`config.mk`:
```
export PLATFORM = sky130hd
export DESIGN_NAME = btn_press_gen
export DESIGN_NICKNAME = d
export VERILOG_FILES = /design/src/rtl/btn_press_gen.sv
export SDC_FILE = /design/constraint.sdc
export NUM_CORES = 1
export LEC_CHECK = 0
export ABC_AREA = 1
export BUFFER_PORTS_ARGS = -buffer_cell sky130_fd_sc_hd__clkbuf_2
export CORE_ASPECT_RATIO = 0.8
export CORE_UTILIZATION = 33
export DETAILED_ROUTE_END_ITERATION = 10
export GPL_TIMING_DRIVEN = 0
export MAX_ROUTING_LAYER = met4
export PLACE_DENSITY = 0.49
export RECOVER_POWER = 100
export SLEW_MARGIN = 30
export SYNTH_ARGS = -nofsm -noshare
export SYNTH_HDL_FRONTEND = slang
export SYNTH_SLANG_ARGS = --single-unit
```
`constraint.sdc`:
```
create_clock -name clk_i -period 4.3 [get_ports clk_i]
set_input_delay 0.215 -clock clk_i [delete_from_list [all_inputs] [get_ports clk_i]]
set_output_delay 0.215 -clock clk_i [all_outputs]
set_load 0.05 [all_outputs]
```
`src/rtl/btn_press_gen.sv`:
```
// Button-press transmitter: turns (count, short/long) commands into timed press
// waveforms on btn_o. Define BTN_GEN_ABORT_EN to add the abort_i cancel input.
module btn_press_gen #(
   parameter int unsigned CNT_W     = 4,
   parameter int unsigned TMR_W     = 8,
   parameter int unsigned SHORT_CYC = 1,
   parameter int unsigned LONG_CYC  = 50,
   parameter int unsigned GAP_CYC   = 10
) (
   input  logic             clk_i,
   input  logic             reset_i,
   input  logic             cmd_valid_i,
   output logic             cmd_ready_o,
   input  logic             cmd_long_i,
   input  logic [CNT_W-1:0] cmd_count_i,
`ifdef BTN_GEN_ABORT_EN
   input  logic             abort_i,
`endif
   output logic             btn_o,
   output logic             busy_o,
   output logic             done_o
);

   localparam int unsigned TMR_MAX = (32'd1 << TMR_W) - 32'd1;
   localparam logic [TMR_W-1:0] SHORT_M1 = TMR_W'(SHORT_CYC - 32'd1);
   localparam logic [TMR_W-1:0] LONG_M1  = TMR_W'(LONG_CYC - 32'd1);
   localparam logic [TMR_W-1:0] GAP_M1   = TMR_W'(GAP_CYC - 32'd1);

   // Durations must fit the timer and be at least one cycle.
   if (SHORT_CYC < 1 || SHORT_CYC > TMR_MAX ||
       LONG_CYC  < 1 || LONG_CYC  > TMR_MAX ||
       GAP_CYC   < 1 || GAP_CYC   > TMR_MAX) begin : g_param_err
      $error("btn_press_gen: SHORT_CYC/LONG_CYC/GAP_CYC out of range 1..2**TMR_W-1");
   end

   typedef enum logic [1:0] {
      IDLE  = 2'd0,
      PRESS = 2'd1,
      GAP   = 2'd2
   } state_t;

   state_t           state_q, state_d;
   logic [TMR_W-1:0] timer_q, timer_d;
   logic [CNT_W-1:0] rem_q, rem_d;
   logic             long_q, long_d;
   logic             btn_q, busy_q, done_q, done_d;
   logic [TMR_W-1:0] len_m1;

   assign cmd_ready_o = (state_q == IDLE);
   assign btn_o       = btn_q;
   assign busy_o      = busy_q;
   assign done_o      = done_q;

   // Next-state logic: timer counts len-1..0 per phase, rem counts presses left.
   always_comb begin
      state_d = state_q;
      timer_d = timer_q;
      rem_d   = rem_q;
      long_d  = long_q;
      done_d  = 1'b0;
      len_m1  = long_q ? LONG_M1 : SHORT_M1;

      case (state_q)
         IDLE: begin
            if (cmd_valid_i) begin
               long_d = cmd_long_i;
               rem_d  = cmd_count_i;
               if (cmd_count_i != '0) begin
                  state_d = PRESS;
                  timer_d = cmd_long_i ? LONG_M1 : SHORT_M1;
               end else begin
                  done_d = 1'b1;
               end
            end
         end
         PRESS: begin
            if (timer_q == '0) begin
               state_d = GAP;
               timer_d = GAP_M1;
               rem_d   = rem_q - CNT_W'(1);
            end else begin
               timer_d = timer_q - TMR_W'(1);
            end
         end
         GAP: begin
            if (timer_q == '0) begin
               if (rem_q != '0) begin
                  state_d = PRESS;
                  timer_d = len_m1;
               end else begin
                  state_d = IDLE;
                  done_d  = 1'b1;
               end
            end else begin
               timer_d = timer_q - TMR_W'(1);
            end
         end
         default: begin
            state_d = IDLE;
         end
      endcase

`ifdef BTN_GEN_ABORT_EN
      // Abort overrides timer expiry but never an accept in IDLE.
      if (abort_i && (state_q != IDLE)) begin
         state_d = IDLE;
         timer_d = '0;
         rem_d   = '0;
         done_d  = 1'b1;
      end
`endif
   end

   always_ff @(posedge clk_i or negedge reset_i) begin
      if (!reset_i) begin
         state_q <= IDLE;
         timer_q <= '0;
         rem_q   <= '0;
         long_q  <= 1'b0;
         btn_q   <= 1'b0;
         busy_q  <= 1'b0;
         done_q  <= 1'b0;
      end else begin
         state_q <= state_d;
         timer_q <= timer_d;
         rem_q   <= rem_d;
         long_q  <= long_d;
         btn_q   <= (state_d == PRESS);
         busy_q  <= (state_d != IDLE);
         done_q  <= done_d;
      end
   end

endmodule

```
==> impl_metrics.env, run 1 <==
export IMPL_status="completed"
export IMPL_hold_ws_ns=0.229
export IMPL_fin_util_pct=40.6
export IMPL_hold_violations=0
export IMPL_netlist_area_um2=1150
export IMPL_dr_first_iter_drc_count=55
export IMPL_power_density_nw_per_um2=865
export IMPL_maxSlewViolCount=0
export IMPL_vias_per_cell=4.87
export IMPL_syn2layout_area_growth_pct=13.3
export IMPL_yosys_warnings=0
export IMPL_layout_commonest_cell="nand2_1"
export IMPL_fp_row_count=18
export IMPL_clk_pin_slew_ns=0.07
export IMPL_n_antenna_cell=0
export IMPL_grt_usage_pct=16.7
export IMPL_worst_ep_required_time_ns=4.38
export IMPL_synthCells=154
export IMPL_skew_ns=0.00376
export IMPL_place_congestion=0.820
export IMPL_clock_latency_ns=0.25
export IMPL_core_um2=3200
export IMPL_hold_class="in2reg"
export IMPL_finalSetupViolCount=0
export IMPL_worstSetupStartpointType="flip-flop"
export IMPL_ys_seq_area_share_pct=39.3
export IMPL_cts_buffers_inserted=3
export IMPL_drt_pass1_iter_count=4
export IMPL_die_h_um=54.7
export IMPL_crit_path_end_kind="flip-flop"
export IMPL_worstSetupPathType="reg2reg"
export IMPL_ys_types=21
export IMPL_grt_remaining_overflow=0
export IMPL_syn_area_per_cell_um2=7.44
export IMPL_drcViolationCount=0
export IMPL_grt_setup_unrepaired="false"
export IMPL_cts_tree="built"
export IMPL_ys_ff_latch=18
export IMPL_fin_crit_sh_pct=50.2
export IMPL_start_util_pct=35.8
export IMPL_cts_repair_resized=0
export IMPL_port_buffers=11
export IMPL_layout_common_cells="41 x nand2_1, 19 x inv_1, 18 x o21ai_0, 18 x dfrtp_1, 15 x nor2_1"
export IMPL_cts_root_buf="clkbuf_8"
export IMPL_cts_sink_count=18
export IMPL_io_pins=12
export IMPL_fin_crit_ns=2.16
export IMPL_clk_path_buf_depth=2
export IMPL_wl_per_cell_um=11.9
export IMPL_dieArea_um2=3710
export IMPL_maxSlewHeadroom_pct=33.4
export IMPL_cts_htree_levels=1
export IMPL_synth_top_cell_area_share_pct=39.3
export IMPL_ir_worst_vdd_v=0.000344
export IMPL_setup_tns_ns=0
export IMPL_drv_cap=0
export IMPL_crit_arrival_ns=2.24
export IMPL_clock_fmax_ghz=0.463
export IMPL_yosysTopAreaCell="dfrtp_1"
export IMPL_nFillCells=334
export IMPL_die_w_um=67.9
export IMPL_grt_max_degree=19
export IMPL_nNetsFinal=187
export IMPL_hpwl_um=1950
export IMPL_vias=1023
export IMPL_ant_nets=0
export IMPL_grt_pass1_vias=892
export IMPL_grt_antenna_before_repair=0
export IMPL_syn_nets=170
export IMPL_leakage_uw=0.000676
export IMPL_cp_max_fo=8
export IMPL_grt_pass1_wl_um=4240
export IMPL_yosys_top_cells_area="dfrtp_1 39%, nand2_1 13%, ha_1 8.7%"
export IMPL_drive_gt1_share_pct=10.0
export IMPL_worst_pin_slew_ns=0.998
export IMPL_wirelength_um=2510
synth_stat cells:
master	instances
o21ai_2	1
o31ai_1	1
nand2_1	39
inv_2	4
o21ai_0	13
xnor2_1	1
a21oi_1	4
a21boi_2	1
o21ai_1	5
nor2_2	2
o211ai_1	3
ha_1	8
nor2_1	14
xor2_1	2
inv_1	18
nand2_2	3
dfrtp_1	18
nand4_1	2
nand3_1	13
a21boi_0	1
nand3b_2	1
cells by family after synthesis:
logic type	after synthesis	synth area share, %
AO/OA/AOI/OAI	29	14.6
XOR/XNOR	3	2.29
adder cells (fa/ha/maj)	8	8.73
buffers and inverters	22	7.20
flip-flops	18	39.3
AND/OR/NAND/NOR	74	27.8
layer usage:
metal / track usage (%) / routed length (um)
met1: 23.7 / 1310
met2: 22.4 / 982
met3: 5.00 / 193
met4: 5.21 / 19
met5: - / 0
through the flow:
| stage | power [uW] | instance area [um2] | instances | setup slack (ns) |
|---|---|---|---|---|
| final | 1120 | 1300 | 210 | 2.14 |
| after global routing | 1250 | 1300 | 210 | 1.97 |
| after CTS | 1160 | 1320 | 210 | 2.56 |
| after detailed placement | 1010 | 1250 | 205 | 2.58 |
| after global placement | 1000 | 1250 | 205 | 2.61 |
| after floorplan | 854 | 1150 | 154 | 2.44 |
final cells by class:
type | instances | area [um2] | share of cell area (%)
well taps | 40 | 50.0 | 3.85
clock buffers | 4 | 55.1 | 4.24
inverters | 22 | 82.6 | 6.36
multi-input cells | 114 | 602 | 46.3
flip-flops and latches | 18 | 450 | 34.7
repair buffers | 12 | 58.8 | 4.53
power by group:
| part | internal [uW] | total [uW] | switching, uW |
|---|---|---|---|
| clock | 81.3 | 137 | 56.1 |
| combinational | 217 | 675 | 458 |
| sequential | 249 | 310 | 61.5 |
| total | 548 | 1120 | 575 |
flip-flops by register name (all words and copies together), names as in the netlist:
name	cells
state_q	2
done_o	1
rem_q	4
timer_q	8
long_q	1
btn_o	1
busy_o	1
worst max-delay path: stages, from the launching register on:
cell and delay [ns]:
dfrtp_1 0.40, inv_1 0.14, ha_1 0.18, nand2_1 0.05, nor2_1 0.08, nand2_1 0.18
a21boi_0 0.72, o21ai_0 0.23
what timing repair did:
item                                   CTS  global route
setup buffers                            0             0
hold buffers                             1             0
endpoints found under the hold margin   18             0
path summary, 6_finish.rpt:
kind,slack (ns),cells after the start,start,to
min,0.23,3,cmd_long_i,long_q$_DFFE_PN0P_
min reg2reg,0.49,2,timer_q[1]$_DFFE_PN0P_,timer_q[1]$_DFFE_PN0P_
min in group asynchronous,0.64,2,reset_i,rem_q[0]$_DFFE_PN0P_
max in group asynchronous,3.05,2,reset_i,busy_o$_DFF_PN0_
max,2.14,7,timer_q[0]$_DFFE_PN0P_,rem_q[2]$_DFFE_PN0P_
max reg2reg,2.14,7,timer_q[0]$_DFFE_PN0P_,rem_q[2]$_DFFE_PN0P_
Note: power is estimated with default switching activity, not from simulation.
==> run 2, diff against run 1 <==
==> constraint.sdc (replaced) <==
create_clock -name clk_i -period 2.2 [get_ports clk_i]
set_input_delay 0.11 -clock clk_i [delete_from_list [all_inputs] [get_ports clk_i]]
set_output_delay 0.11 -clock clk_i [all_outputs]
set_load 0.05 [all_outputs]
==> impl_metrics.env, run 2 (synthesis results as in run 1) <==
export IMPL_status="completed"
export IMPL_worst_ep_required_time_ns=2.33
export IMPL_core_um2=3200
export IMPL_die_h_um=54.7
export IMPL_setup_tns_ns=0
export IMPL_n_antenna_cell=0
export IMPL_r2r_slack_ns=0.35
export IMPL_crit_path_end_kind="flip-flop"
export IMPL_grt_antenna_before_repair=0
export IMPL_worstSetupStartpointType="flip-flop"
export IMPL_grt_remaining_overflow=0
export IMPL_path_depth=9
export IMPL_ir_worst_vdd_v=0.000677
export IMPL_fp_row_count=18
export IMPL_clock_fmax_ghz=0.541
export IMPL_p_switching_uw=1130
export IMPL_timing_final_ws_setup_ns=0.352
export IMPL_grt_pass1_wl_um=4240
export IMPL_cp_top_family="simple AND/OR/NAND/NOR gates"
export IMPL_cts_sink_count=18
export IMPL_wl_per_cell_um=11.9
export IMPL_worstReg2RegStart="timer_q[0]$_DFFE_PN0P_"
export IMPL_r2r_end="timer_q[6]$_DFFE_PN0P_"
export IMPL_layout_commonest_cell="nand2_1"
export IMPL_grt_setup_unrepaired="false"
export IMPL_nFillCells=332
export IMPL_drt_pass1_iter_count=4
export IMPL_hpwl_um=1950
export IMPL_cts_htree_levels=1
export IMPL_start_util_pct=35.8
export IMPL_cts_root_buf="clkbuf_8"
export IMPL_maxSlewHeadroom_pct=33.5
export IMPL_finalSetupViolCount=0
export IMPL_crit_path_end="timer_q[6]$_DFFE_PN0P_"
export IMPL_critical_path_max_stage_delay_ns=0.40
export IMPL_io_pins=12
export IMPL_grt_pass1_vias=892
export IMPL_ant_nets=0
export IMPL_hold_violations=0
export IMPL_hp_start="cmd_long_i"
export IMPL_cts_buffers_inserted=3
export IMPL_postCtsSetupBuffers=0
export IMPL_largest_register="timer_q"
export IMPL_clock_latency_ns=0.25
export IMPL_worst_pin_slew_ns=0.998
export IMPL_worstSetupPathType="reg2reg"
export IMPL_clk_path_buf_depth=2
export IMPL_drv_cap=0
export IMPL_grt_usage_pct=16.7
export IMPL_switching_share_pct=51.1
export IMPL_cts_tree="built"
export IMPL_largestRegisters="timer_q (8), rem_q (4), state_q (2)"
export IMPL_cp_max_fo=9
export IMPL_vias=1018
export IMPL_maxSlewViolCount=0
export IMPL_place_congestion=0.820
export IMPL_die_w_um=67.9
export IMPL_cp_startpoint="timer_q[0]$_DFFE_PN0P_"
export IMPL_dp_slack_ns=0.478
export IMPL_slowest_stage="dfrtp_1"
export IMPL_port_buffers=11
export IMPL_power_frac_comb_pct=60.3
export IMPL_vias_per_cell=4.85
export IMPL_path_cells="inv_1, ha_1, nand3_1, nor2_1, nand3b_2, nand2_1, inv_1, nand3_1, o21ai_0"
export IMPL_hold_class="in2reg"
export IMPL_drcViolationCount=0
export IMPL_clk_pin_slew_ns=0.07
export IMPL_wirelength_um=2500
export IMPL_p_clk_share_pct=12.2
export IMPL_nNetsFinal=187
export IMPL_leakage_uw=0.000677
export IMPL_fin_crit_ns=1.85
export IMPL_largest_reg_flops=8
export IMPL_dr_first_iter_drc_count=51
export IMPL_layout_common_cells="41 x nand2_1, 19 x inv_1, 18 x o21ai_0, 18 x dfrtp_1, 15 x nor2_1"
export IMPL_power_density_nw_per_um2=1690
export IMPL_skew_ns=0.00388
export IMPL_fin_crit_sh_pct=84.0
export IMPL_p_seq_share_pct=27.5
export IMPL_path_buf_inv=2
export IMPL_grt_max_degree=19
export IMPL_crit_arrival_ns=1.97
export IMPL_drive_gt1_share_pct=10.6
export IMPL_syn2layout_area_growth_pct=13.6
export IMPL_rr_worst_depth=9
export IMPL_intPower_uw=1080
export IMPL_dieArea_um2=3710
-- run 2: cell count changes in the layout (fill, tap and decap cells not counted) --
cell	change
a21boi_0	-1
a21boi_2	+1
-- run 2: metrics by stage --
stage	total power, uW	area [um2]	cells	util (%)	hold WS [ns]
finish	2200	1300	210	40.7	0.124
global route	2460	1300	210	40.7	0.149
CTS	2260	1320	210	41.2	0.131
detailed placement	1980	1250	205	39.1	0.0984
global placement	1960	1250	205	39.1	0.0818
floorplan	1670	1150	154	-	-0.186
-- run 2: how the worst min path moves through the flow --
stage	end	slack [ns]	depth (start not counted)
floorplan	btn_o$_DFF_PN0_	-0.19	0
global placement	rem_q[0]$_DFFE_PN0P_	0.08	1
detailed placement	long_q$_DFFE_PN0P_	0.1	1
CTS	long_q$_DFFE_PN0P_	0.13	3
global route	long_q$_DFFE_PN0P_	0.15	3
finish	long_q$_DFFE_PN0P_	0.12	3
-- run 2: worst reg2reg max path, stage by stage, from the launching register on --
cell,delay (ns)
dfrtp_1,0.40
inv_1,0.14
ha_1,0.18
nand3_1,0.08
nor2_1,0.22
nand3b_2,0.12
nand2_1,0.20
inv_1,0.20
nand3_1,0.10
o21ai_0,0.08
-- run 2: repair_timing --
item / CTS / global route
hold buffers: 1 / 0
resized for setup: 0 / 0
endpoints found under the hold margin: 18 / 0
-- run 2: layer usage --
metal	vias to the layer above	part of all wire (%)	global-route usage, %
met5	-	0	-
li1	531	-	-
met3	2	7.8	5.00
met2	28	39	22.4
met1	457	52	23.7
met4	0	0.76	5.21
-- run 2: power groups by stage --
stage          clock [uW]  sequential (uW)  combinational [uW]
2_1_floorplan           0              648                1020
3_3_place_gp            0              609                1350
3_5_place_dp            0              609                1370
4_1_cts               279              607                1370
5_1_grt               301              631                1520
6_report              269              606                1330
-- run 2: final cells by class --
type / instances / area [um2] / share of cell area [%]
flip-flops and latches: 18 / 450 / 34.6
inverters: 22 / 82.6 / 6.34
multi-input cells: 114 / 606 / 46.5
repair buffers: 12 / 58.8 / 4.51
clock buffers: 4 / 55.1 / 4.23
well taps: 40 / 50.0 / 3.84
